File: src/rtl/bot_app_if.sv
// Bridge between the bot's live register set and an 8-bit port-mapped application CPU.
// Snapshots bot registers on update, raises an interrupt, tracks overruns and holds the motor command.
module bot_app_if #(
    parameter logic [7:0] PORT_BASE = 8'h0A
) (
    input  logic       clk,
    input  logic       reset,
    input  logic [7:0] LocX_in,
    input  logic [7:0] LocY_in,
    input  logic [7:0] Sensors_in,
    input  logic [7:0] BotInfo_in,
    input  logic [7:0] LMDist_in,
    input  logic [7:0] RMDist_in,
    input  logic       upd_sysregs,
    output logic [7:0] MotCtl_out,
    input  logic [7:0] port_id,
    input  logic [7:0] out_port,
    input  logic       write_strobe,
    input  logic       read_strobe,
    output logic [7:0] in_port,
    output logic       interrupt,
    input  logic       interrupt_ack
);

    localparam int unsigned W = 8;

    typedef enum logic {
        IDLE = 1'b0,
        PEND = 1'b1
    } irq_state_e;

    irq_state_e     irq_state_q;
    logic           upd_d_q;
    logic           overrun_q;
    logic [W-1:0]   cnt_q;
    logic [W-1:0]   motctl_q;
    logic [W-1:0]   in_port_q;
    logic [W-1:0]   locx_q, locy_q, sensors_q, botinfo_q, lmdist_q, rmdist_q;

    logic           upd_evt_c;
    logic           wr_mot_c;
    logic           wr_clr_c;
    logic           ovr_set_c;
    logic [W-1:0]   offset_c;
    logic [W-1:0]   rd_data_c;

    // Edge detect, write decode and registered read mux source
    always_comb begin
        upd_evt_c = upd_sysregs & ~upd_d_q;
        offset_c  = W'(port_id - PORT_BASE);
        wr_mot_c  = write_strobe && (offset_c == 8'h08);
        wr_clr_c  = write_strobe && (offset_c == 8'h09);
        ovr_set_c = upd_evt_c && (irq_state_q == PEND) && !interrupt_ack;
        rd_data_c = '0;
        case (offset_c)
            8'h00:   rd_data_c = locx_q;
            8'h01:   rd_data_c = locy_q;
            8'h02:   rd_data_c = botinfo_q;
            8'h03:   rd_data_c = sensors_q;
            8'h04:   rd_data_c = lmdist_q;
            8'h05:   rd_data_c = rmdist_q;
            8'h06:   rd_data_c = {6'b0, overrun_q, irq_state_q == PEND};
            8'h07:   rd_data_c = cnt_q;
            8'h08:   rd_data_c = motctl_q;
            default: rd_data_c = '0;
        endcase
    end

    // Interrupt state machine plus all datapath registers
    always_ff @(posedge clk) begin
        if (reset) begin
            irq_state_q <= IDLE;
            upd_d_q     <= 1'b0;
            overrun_q   <= 1'b0;
            cnt_q       <= '0;
            motctl_q    <= '0;
            in_port_q   <= '0;
            locx_q      <= '0;
            locy_q      <= '0;
            sensors_q   <= '0;
            botinfo_q   <= '0;
            lmdist_q    <= '0;
            rmdist_q    <= '0;
        end else begin
            upd_d_q   <= upd_sysregs;
            in_port_q <= rd_data_c;

            case (irq_state_q)
                IDLE:    if (upd_evt_c) irq_state_q <= PEND;
                PEND:    if (interrupt_ack && !upd_evt_c) irq_state_q <= IDLE;
                default: irq_state_q <= IDLE;
            endcase

            // Set beats a same-cycle software clear
            if (ovr_set_c)     overrun_q <= 1'b1;
            else if (wr_clr_c) overrun_q <= 1'b0;

            if (upd_evt_c) begin
                cnt_q     <= W'(cnt_q + 8'd1);
                locx_q    <= LocX_in;
                locy_q    <= LocY_in;
                sensors_q <= Sensors_in;
                botinfo_q <= BotInfo_in;
                lmdist_q  <= LMDist_in;
                rmdist_q  <= RMDist_in;
            end

            if (wr_mot_c) motctl_q <= out_port;
        end
    end

    assign MotCtl_out = motctl_q;
    assign in_port    = in_port_q;
    assign interrupt  = (irq_state_q == PEND);

    // Reads are side-effect free; the strobe is accepted but unused
    logic unused_c;
    assign unused_c = read_strobe;

endmodule

File: config.mk
export PLATFORM = sky130hd
export DESIGN_NAME = bot_app_if
export DESIGN_NICKNAME = d
export VERILOG_FILES = /design/src/rtl/bot_app_if.sv
export SDC_FILE = /design/constraint.sdc
export NUM_CORES = 1
export LEC_CHECK = 0
export BUFFER_PORTS_ARGS = -buffer_cell sky130_fd_sc_hd__buf_4
export CORE_MARGIN = 5
export CORE_UTILIZATION = 30
export DETAILED_ROUTE_END_ITERATION = 12
export SLEW_MARGIN = 20
export SYNTH_ARGS = -nofsm -noshare
export SYNTH_HDL_FRONTEND = slang
export SYNTH_SLANG_ARGS = --single-unit
File: constraint.sdc
create_clock -name clk -period 2.4 [get_ports clk]
set_clock_uncertainty 0.1 [all_clocks]
set_input_delay 0.24 -clock clk [delete_from_list [all_inputs] [get_ports clk]]
set_output_delay 0.24 -clock clk [all_outputs]
set_load 0.05 [all_outputs]
Word-level counts from Yosys, hierarchy flattened
Cells that the tools add are included.
- add/sub/neg operators: 2
- multipliers: 0
- divide/modulo/power cells: 0
- order comparisons: 0
- eq/ne operators: 9
- shift operators: 0
- multiplexer cells: 6
- bitwise logic cells: 3
- reduce and logical (&&, ||, !) cells: 9
- operators with widths (operator ; number):
    8-bit one-hot mux with 9 select lines ; 1
    8-bit by 3-bit equality test with 1-bit output, second input constant ; 4
    8-bit by 2-bit equality test with 1-bit output, second input constant ; 2
    8-bit by 4-bit equality test with 1-bit output, second input constant ; 2
    8-bit by 1-bit adder with 8-bit output, second input constant ; 1
    8-bit by 1-bit equality test with 1-bit output, second input constant ; 1
    8-bit logical NOT ; 1
    8-bit by 4-bit subtractor with 8-bit output, second input constant ; 1
    1-bit logical AND ; 5
    1-bit 2-to-1 mux ; 4
    1-bit logical NOT ; 2
    1-bit inverter ; 2
    1-bit one-hot mux with 2 select lines ; 1
    2-bit nonzero test ; 1
    1-bit bitwise AND ; 1
- register bits: 75
- bits in latches: 0
- bits in writable memories: 0
- ROM bits: 0
- input bits: 70
- logic and storage cells: 41
- memories: 0

Depth between registers and ports, before layout
Gate-level depths: netlist of run 1.
- depth after elaboration: 6
- mapped depth: 10
- mapped depth without buffers: 7

Least setup slack after synthesis of run 1
No wires, ideal clock.
- path kind: input to register
- start point: input port_id[1]
- end point: register in_port_q[5] (netlist: in_port[5])
- arrival: 1.969 ns
- data required time: 2.178 ns
- slack: 0.209 ns
- stages: 10
- cells stage by stage: buf_4 -> inv_1 -> ha_1 -> buf_2 -> buf_2 -> mux2_2 -> a221oi_1 -> nor3_1 -> a221oi_1 -> nor2_1
- cells in the longest elaborated chain, start to end: 3
- elaborated cells between the ends (all ways): 11
- those cells by class: 1 x add/sub; 8 x eq/ne; 1 x mux; 1 x reduce/logical
- ends and longest elaborated chain (element ; line ; source):
    start, declared ; 16 ; input logic [7:0] port_id,
    8-bit by 4-bit subtractor with 8-bit output (*) ; 50 ; offset_c = W'(port_id - PORT_BASE);
    8-bit by 4-bit equality test with 1-bit output (tied with other cells) ; 55 ; case (offset_c)
    8-bit one-hot mux with 9 select lines (*) ; 55 ;
    end signal, assigned ; 86 ; in_port_q <= rd_data_c;
    end, declared ; 37 ; logic [W-1:0] in_port_q;
Mark *: on every way between the ends. The rest lies on a longest branch, timed or not.
A chain may end at the register's enable or synchronous reset.

Worst setup path in the final report of run 1
- start point: input port_id[1]
- end point: register in_port_q[6] (netlist: in_port[6])
The elaborated chain is that of the path after synthesis.

==> results_dict.tcl, run 1 <==
set metrics [dict create \
    status "complete, no violations" \
    synth_top_area_share_pct 47.0 \
    cts.sinks 75 \
    grt_pass1_vias 2895 \
    path_cells "buf_4, inv_1, ha_1, buf_4, nor2b_1, a221oi_1, nor3_1, a221oi_1, nor2_1" \
    critPathBufInv 3 \
    nets 525 \
    slew_headroom_pct 51.7 \
    synth-seq-cells 75 \
    ys_seq_area_share_pct 47.0 \
    power_frac_seq_pct 48.3 \
    ir_drop_v 0.000248 \
    die_area_um2 12800 \
    vias 2813 \
    internal_power_uw 2060 \
    yosysTopAreaCell "dfxtp_1" \
    hold_class "input pin to flip-flop" \
    clk_latency_ps 350 \
    grt_max_degree 50 \
    synthCells 374 \
    diodes 0 \
    drive_gt1_share_pct 29.3 \
    cellLeakagePower_uw 0.00174 \
    critPathMaxStageDelay_ps 610 \
    cts_setup_buffers 0 \
    setup_viol 0 \
    core-area_um2 10400 \
    initial_utilization_pct 30.8 \
    path_clk_slew_ps 80 \
    cp_top_family "simple AND/OR/NAND/NOR gates" \
    root_buffer "clkbuf_8" \
    timing_hold_violations_final 0 \
    cts_buffers 9 \
    synth_nets 446 \
    swShare_pct 25.0 \
    reg2reg_slack_ps 850 \
    rsz0062_at_grt "false" \
    grt_pass1_wl_um 14100 \
    cts_tree "built" \
    wl_per_cell_um 14.6 \
    first_pass_iters 4 \
    maxCapViolations 0 \
    path_max_fanout 10 \
    synth_async_sr_flop_share_pct 0 \
    yosys_warnings 0 \
    cts_max_level 3 \
    endpoint_kind "flip-flop" \
    maxSlewViolCount 0 \
    antenna_found_initial 0 \
    top_level_ports 87 \
    switchingPower_uw 688 \
    syn_avg_cell_area_um2 8.54 \
    powerDensity_nw_per_um2 652 \
    die_width_um 113 \
    drt_wl_total_um 8650 \
    synthFlopType "dfxtp_1" \
    vias_per_cell 4.74 \
    syn_to_final_growth_pct 31.9 \
    critPathKind "input pin to flip-flop" \
    worst_setup_path_start_kind "input pin" \
    fillCellCount 1089 \
    tightest_slew_ps 723 \
    postCtsResizedCells 0 \
    cp.required_ps 2590 \
    combPwrFrac_pct 12.7 \
    netlist-cell-type-count 34 \
    period_share_pct 86.5 \
    gp_congestion 0.815 \
    p_total_uw 2750 \
    tns_ps 0 \
    min_period_ps 2080 \
    drcViolationCount 0 \
    p_clk_share_pct 39.0 \
    place_hpwl_um 6520 \
    netlist_top_cells_area "dfxtp_1 (47%), nand2_1 (12%), a21oi_1 (8.9%), mux2_2 (3.9%), a221oi_1 (3.6%)" \
    grt_use_total_pct 13.9 \
    overflow 0 \
    slowest_stage "nor2b_1" \
    rows 37 \
    max_freq_mhz 482 \
    numPortBuffers 85 \
    syn-cell-area_um2 3200 \
    die_height_um 113 \
    antenna_left 0 \
    synth-edff-count 0 \
    worst_ep_arrival_time_ps 2270 \
    drtIter0Drc 121 \
    cts_buffer_depth 2 \
]
## registers in the layout (all words and copies together) (netlist names)
signal	count
interrupt	1
botinfo_q	8
lmdist_q	8
sensors_q	8
MotCtl_out	8
in_port	8
cnt_q	8
locx_q	8
overrun_q	1
locy_q	8
rmdist_q	8
upd_d_q	1
## power groups by stage
| stage | Sequential [µW] | Combinational [µW] | Clock, µW |
|---|---|---|---|
| 6_report | 1330 | 350 | 1070 |
| 3_5_place_dp | 1360 | 351 | 0 |
| 4_1_cts | 1330 | 353 | 1100 |
| 2_1_floorplan | 1350 | 195 | 0 |
| 5_1_grt | 1330 | 389 | 1160 |
| 3_3_place_gp | 1350 | 346 | 0 |
## worst register-to-register path, cell delays in order, from the launching register on
cell and delay (ps):
dfxtp_1 320, mux2_2 280, a221oi_1 350, nor3_1 120, a221oi_1 220, nor2_1 60
## routing by layer
metal / wire length, µm / GRT usage [%]
met2: 4060 / 22.2
met3: 613 / 3.69
met5: 0 / 0
met4: 81 / 4.73
met1: 3890 / 18.1
## through the flow
step	hold slack, ps	setup WS [ps]	area, µm²	utilization (%)	instances
final	27.0	324	4220	40.7	594
after CTS	6.42	360	4220	40.7	594
after detailed placement	345	-25.4	3980	38.4	577
after global placement	340	40.2	3980	38.4	577
after floorplan	268	209	3200	-	374
after global routing	18.1	131	4220	40.7	594
## logic make-up (layout without fill, tap and decap cells)
family	count (synthesis)	in the layout	share of synthesized area, %
compound gates	81	81	15.2
xor+xnor	9	9	2.70
fa+ha+maj	2	2	0.783
buf+inv	30	114	3.99
flops	75	75	47.0
mux	24	24	9.91
simple gates	153	153	20.4
## cell usage after synthesis, types with 2 or more instances
cell	instances
nand2_1	103
mux2i_1	8
nand3_1	4
ha_1	2
inv_1	2
a22o_1	2
a21oi_1	57
nor2_1	20
mux4_2	5
a22oi_1	4
clkbuf_1	23
nand2b_1	4
a221oi_1	13
mux2_2	11
o21ai_0	2
or3_1	2
nor2b_1	4
nor3_1	6
xnor2_1	2
xor2_1	6
buf_2	3
dfxtp_1	75
nand4_1	5
## final timing paths
path,start,end,cells after the start
worst max register to register,locy_q[5]$_SDFFE_PP0P_,in_port[5]$_SDFF_PP0_,5
worst max-delay path,port_id[1],in_port[6]$_SDFF_PP0_,9
worst min-delay path,out_port[7],MotCtl_out[7]$_SDFFE_PP0P_,3
worst min register to register,locy_q[4]$_SDFFE_PP0P_,locy_q[4]$_SDFFE_PP0P_,2
## cells in the final DEF, fill, tap and decap left out, types with 2 or more instances in the layout
cell | synthesis | routed
nand2_1 | 103 | 103
buf_4 | 1 | 94
dfxtp_1 | 75 | 75
a21oi_1 | 57 | 57
nor2_1 | 20 | 20
a221oi_1 | 13 | 13
mux2_2 | 11 | 11
clkbuf_8 | 0 | 9
mux2i_1 | 8 | 8
xor2_1 | 6 | 6
nor3_1 | 6 | 6
nand4_1 | 5 | 5
mux4_2 | 5 | 5
nand3_1 | 4 | 4
a22oi_1 | 4 | 4
nand2b_1 | 4 | 3
nor2b_1 | 4 | 3
inv_1 | 2 | 2
o21ai_0 | 2 | 2
or3_1 | 2 | 2
xnor2_1 | 2 | 2
a22o_1 | 2 | 2
ha_1 | 2 | 2
clkinvlp_4 | 0 | 2
clkinv_4 | 0 | 2
bufinv_16 | 0 | 2
## final cells by class
cell class	count	area, µm²	area share (%)
multi-input cells	269	1580	37.4
flip-flops and latches	75	1500	35.6
repair buffers	96	736	17.4
well taps	136	170	4.04
clock buffers	9	124	2.94
clock inverters	7	101	2.40
inverters	2	7.51	0.178
## repair_timing
item | 4_1_cts | 5_1_grt
hold endpoints to repair | 1 | 0
hold buffers | 1 | 0
setup endpoints to repair | 0 | 0
Note: power is estimated with default switching activity, not from simulation.
==> inputs of run 2 (changes only) <==
--- a/config.mk
+++ b/config.mk
@@ -9,6 +9,9 @@
 export CORE_MARGIN = 5
 export CORE_UTILIZATION = 30
 export DETAILED_ROUTE_END_ITERATION = 12
+export GPL_ROUTABILITY_DRIVEN = 0
+export HOLD_SLACK_MARGIN = 0.05
+export PLACE_DENSITY = 0.63
 export SLEW_MARGIN = 20
 export SYNTH_ARGS = -nofsm -noshare
 export SYNTH_HDL_FRONTEND = slang
==> results_dict.tcl, run 2 (synthesis gave the netlist of run 1 again) <==
set metrics [dict create \
    top_level_ports 87 \
    first_pass_iters 5 \
    place_hpwl_um 6620 \
    p_clk_share_pct 35.9 \
    critPathKind "input pin to flip-flop" \
    antenna_left 0 \
    path_cells "buf_4, inv_1, ha_1, nand2b_1, xnor2_1, or4b_1, mux2i_1, nor2_1" \
    grt_use_total_pct 14.3 \
    grt_pass1_vias 2926 \
    pre_cts_ws_ps 9.78 \
    clk_latency_ps 340 \
    min_period_ps 2020 \
    postCtsResizedCells 0 \
    vias_per_cell 4.79 \
    wl_per_cell_um 14.5 \
    die_area_um2 12800 \
    tightest_slew_ps 694 \
    final_common_cell "nand2_1" \
    placed_area_um2 3960 \
    switchingPower_uw 644 \
    critPathBufInv 2 \
    antenna_found_initial 0 \
    slowest_stage "or4b_1" \
    internal_power_uw 2030 \
    vias 2972 \
    cts_buffers 9 \
    numPortBuffers 85 \
    cts_max_level 3 \
    rsz0062_at_grt "false" \
    overflow 0 \
    powerDensity_nw_per_um2 598 \
    drcViolationCount 0 \
    final_core_util_pct 43.1 \
    hold_class "input pin to flip-flop" \
    grt_max_degree 51 \
    worst_ep_arrival_time_ps 2140 \
    path_max_fanout 8 \
    timing_hold_violations_final 0 \
    combPwrFrac_pct 14.5 \
    period_share_pct 84.0 \
    initial_utilization_pct 30.8 \
    cp_top_family "simple AND/OR/NAND/NOR gates" \
    cts.sinks 75 \
    worst_setup_path_start_kind "input pin" \
    max_freq_mhz 496 \
    tns_ps 0 \
    critPathMaxStageDelay_ps 770 \
    grt_pass1_wl_um 14600 \
    drive_gt1_share_pct 26.4 \
    core-area_um2 10400 \
    cts_tree "built" \
    power_frac_seq_pct 49.6 \
    die_height_um 113 \
    cellLeakagePower_uw 0.00185 \
    die_width_um 113 \
    diodes 0 \
    mostFrequentLayoutCells "nand2_1 (103), buf_4 (91), dfxtp_1 (75)" \
    ir_drop_v 0.000307 \
    setup_viol 0 \
    swShare_pct 24.1 \
    p_total_uw 2670 \
    stdcell_area_um2 4470 \
    maxCapViolations 0 \
    root_buffer "clkbuf_8" \
    slew_headroom_pct 53.7 \
    syn_to_final_growth_pct 40.0 \
    setup_slack_ps 384 \
    path_clk_slew_ps 70 \
    nets 553 \
    status "complete, no violations" \
    maxSlewViolCount 0 \
    endpoint_kind "flip-flop" \
    cp.required_ps 2520 \
    drtIter0Drc 142 \
    rows 37 \
    cts_buffer_depth 2 \
    drt_wl_total_um 9010 \
]
-- run 2: power by group through the flow --
| stage | Sequential (µW) | Clock [µW] | Combinational [µW] |
|---|---|---|---|
| 2_1_floorplan | 1350 | 0 | 195 |
| 3_3_place_gp | 1350 | 0 | 341 |
| 3_5_place_dp | 1360 | 0 | 346 |
| 4_1_cts | 1330 | 983 | 386 |
| 5_1_grt | 1330 | 1050 | 430 |
| 6_report | 1330 | 960 | 387 |
-- run 2: per-stage QoR --
stage,hold slack [ps],instances
6_report,54.4,621
5_1_grt,54.0,621
3_3_place_gp,342,574
4_1_cts,50.7,619
2_1_floorplan,268,374
3_5_place_dp,343,574
-- run 2: worst paths after layout --
path                                             start  slack [ps]                          to  depth (start not counted)
worst max-delay path                        port_id[1]         380  MotCtl_out[4]$_SDFFE_PP0P_                          8
worst min-delay path                      LMDist_in[7]          50    lmdist_q[7]$_SDFFE_PP0P_                          3
worst max register to register      upd_d_q$_SDFF_PP0_         710      locx_q[0]$_SDFFE_PP0P_                          4
worst min register to register  locy_q[6]$_SDFFE_PP0P_         350      locy_q[6]$_SDFFE_PP0P_                          2
-- run 2: cell type report --
class | count | area, µm²
Sequential cell | 75 | 1500
Clock buffer | 13 | 159
Inverter | 2 | 7.51
Tap cell | 136 | 170
Timing Repair Buffer | 124 | 1020
Multi-Input combinational cell | 269 | 1580
Clock inverter | 2 | 35.0
Fill cell | 1039 | 5900
-- run 2: timing repair --
item / 4_1_cts / 5_1_grt
buffers inserted: 0 / 0
hold buffers: 30 / 2
hold endpoints to repair: 30 / 2
-- run 2: per-layer routing --
layer / vias to the layer above / global-route usage (%) / routed length, µm
li1: 1499 / - / -
met1: 1376 / 19.1 / 4080
met2: 88 / 23.3 / 4230
met3: 9 / 3.26 / 591
met4: 0 / 3.85 / 104
met5: - / 0 / 0
-- run 2: worst reg2reg max path: cells and delay by family, from the launching register on --
family,cells,cell delay (ps)
flip-flops,1,370
AND/OR/NAND/NOR,2,670
AO/OA/AOI/OAI,1,140
buffers and inverters,1,330
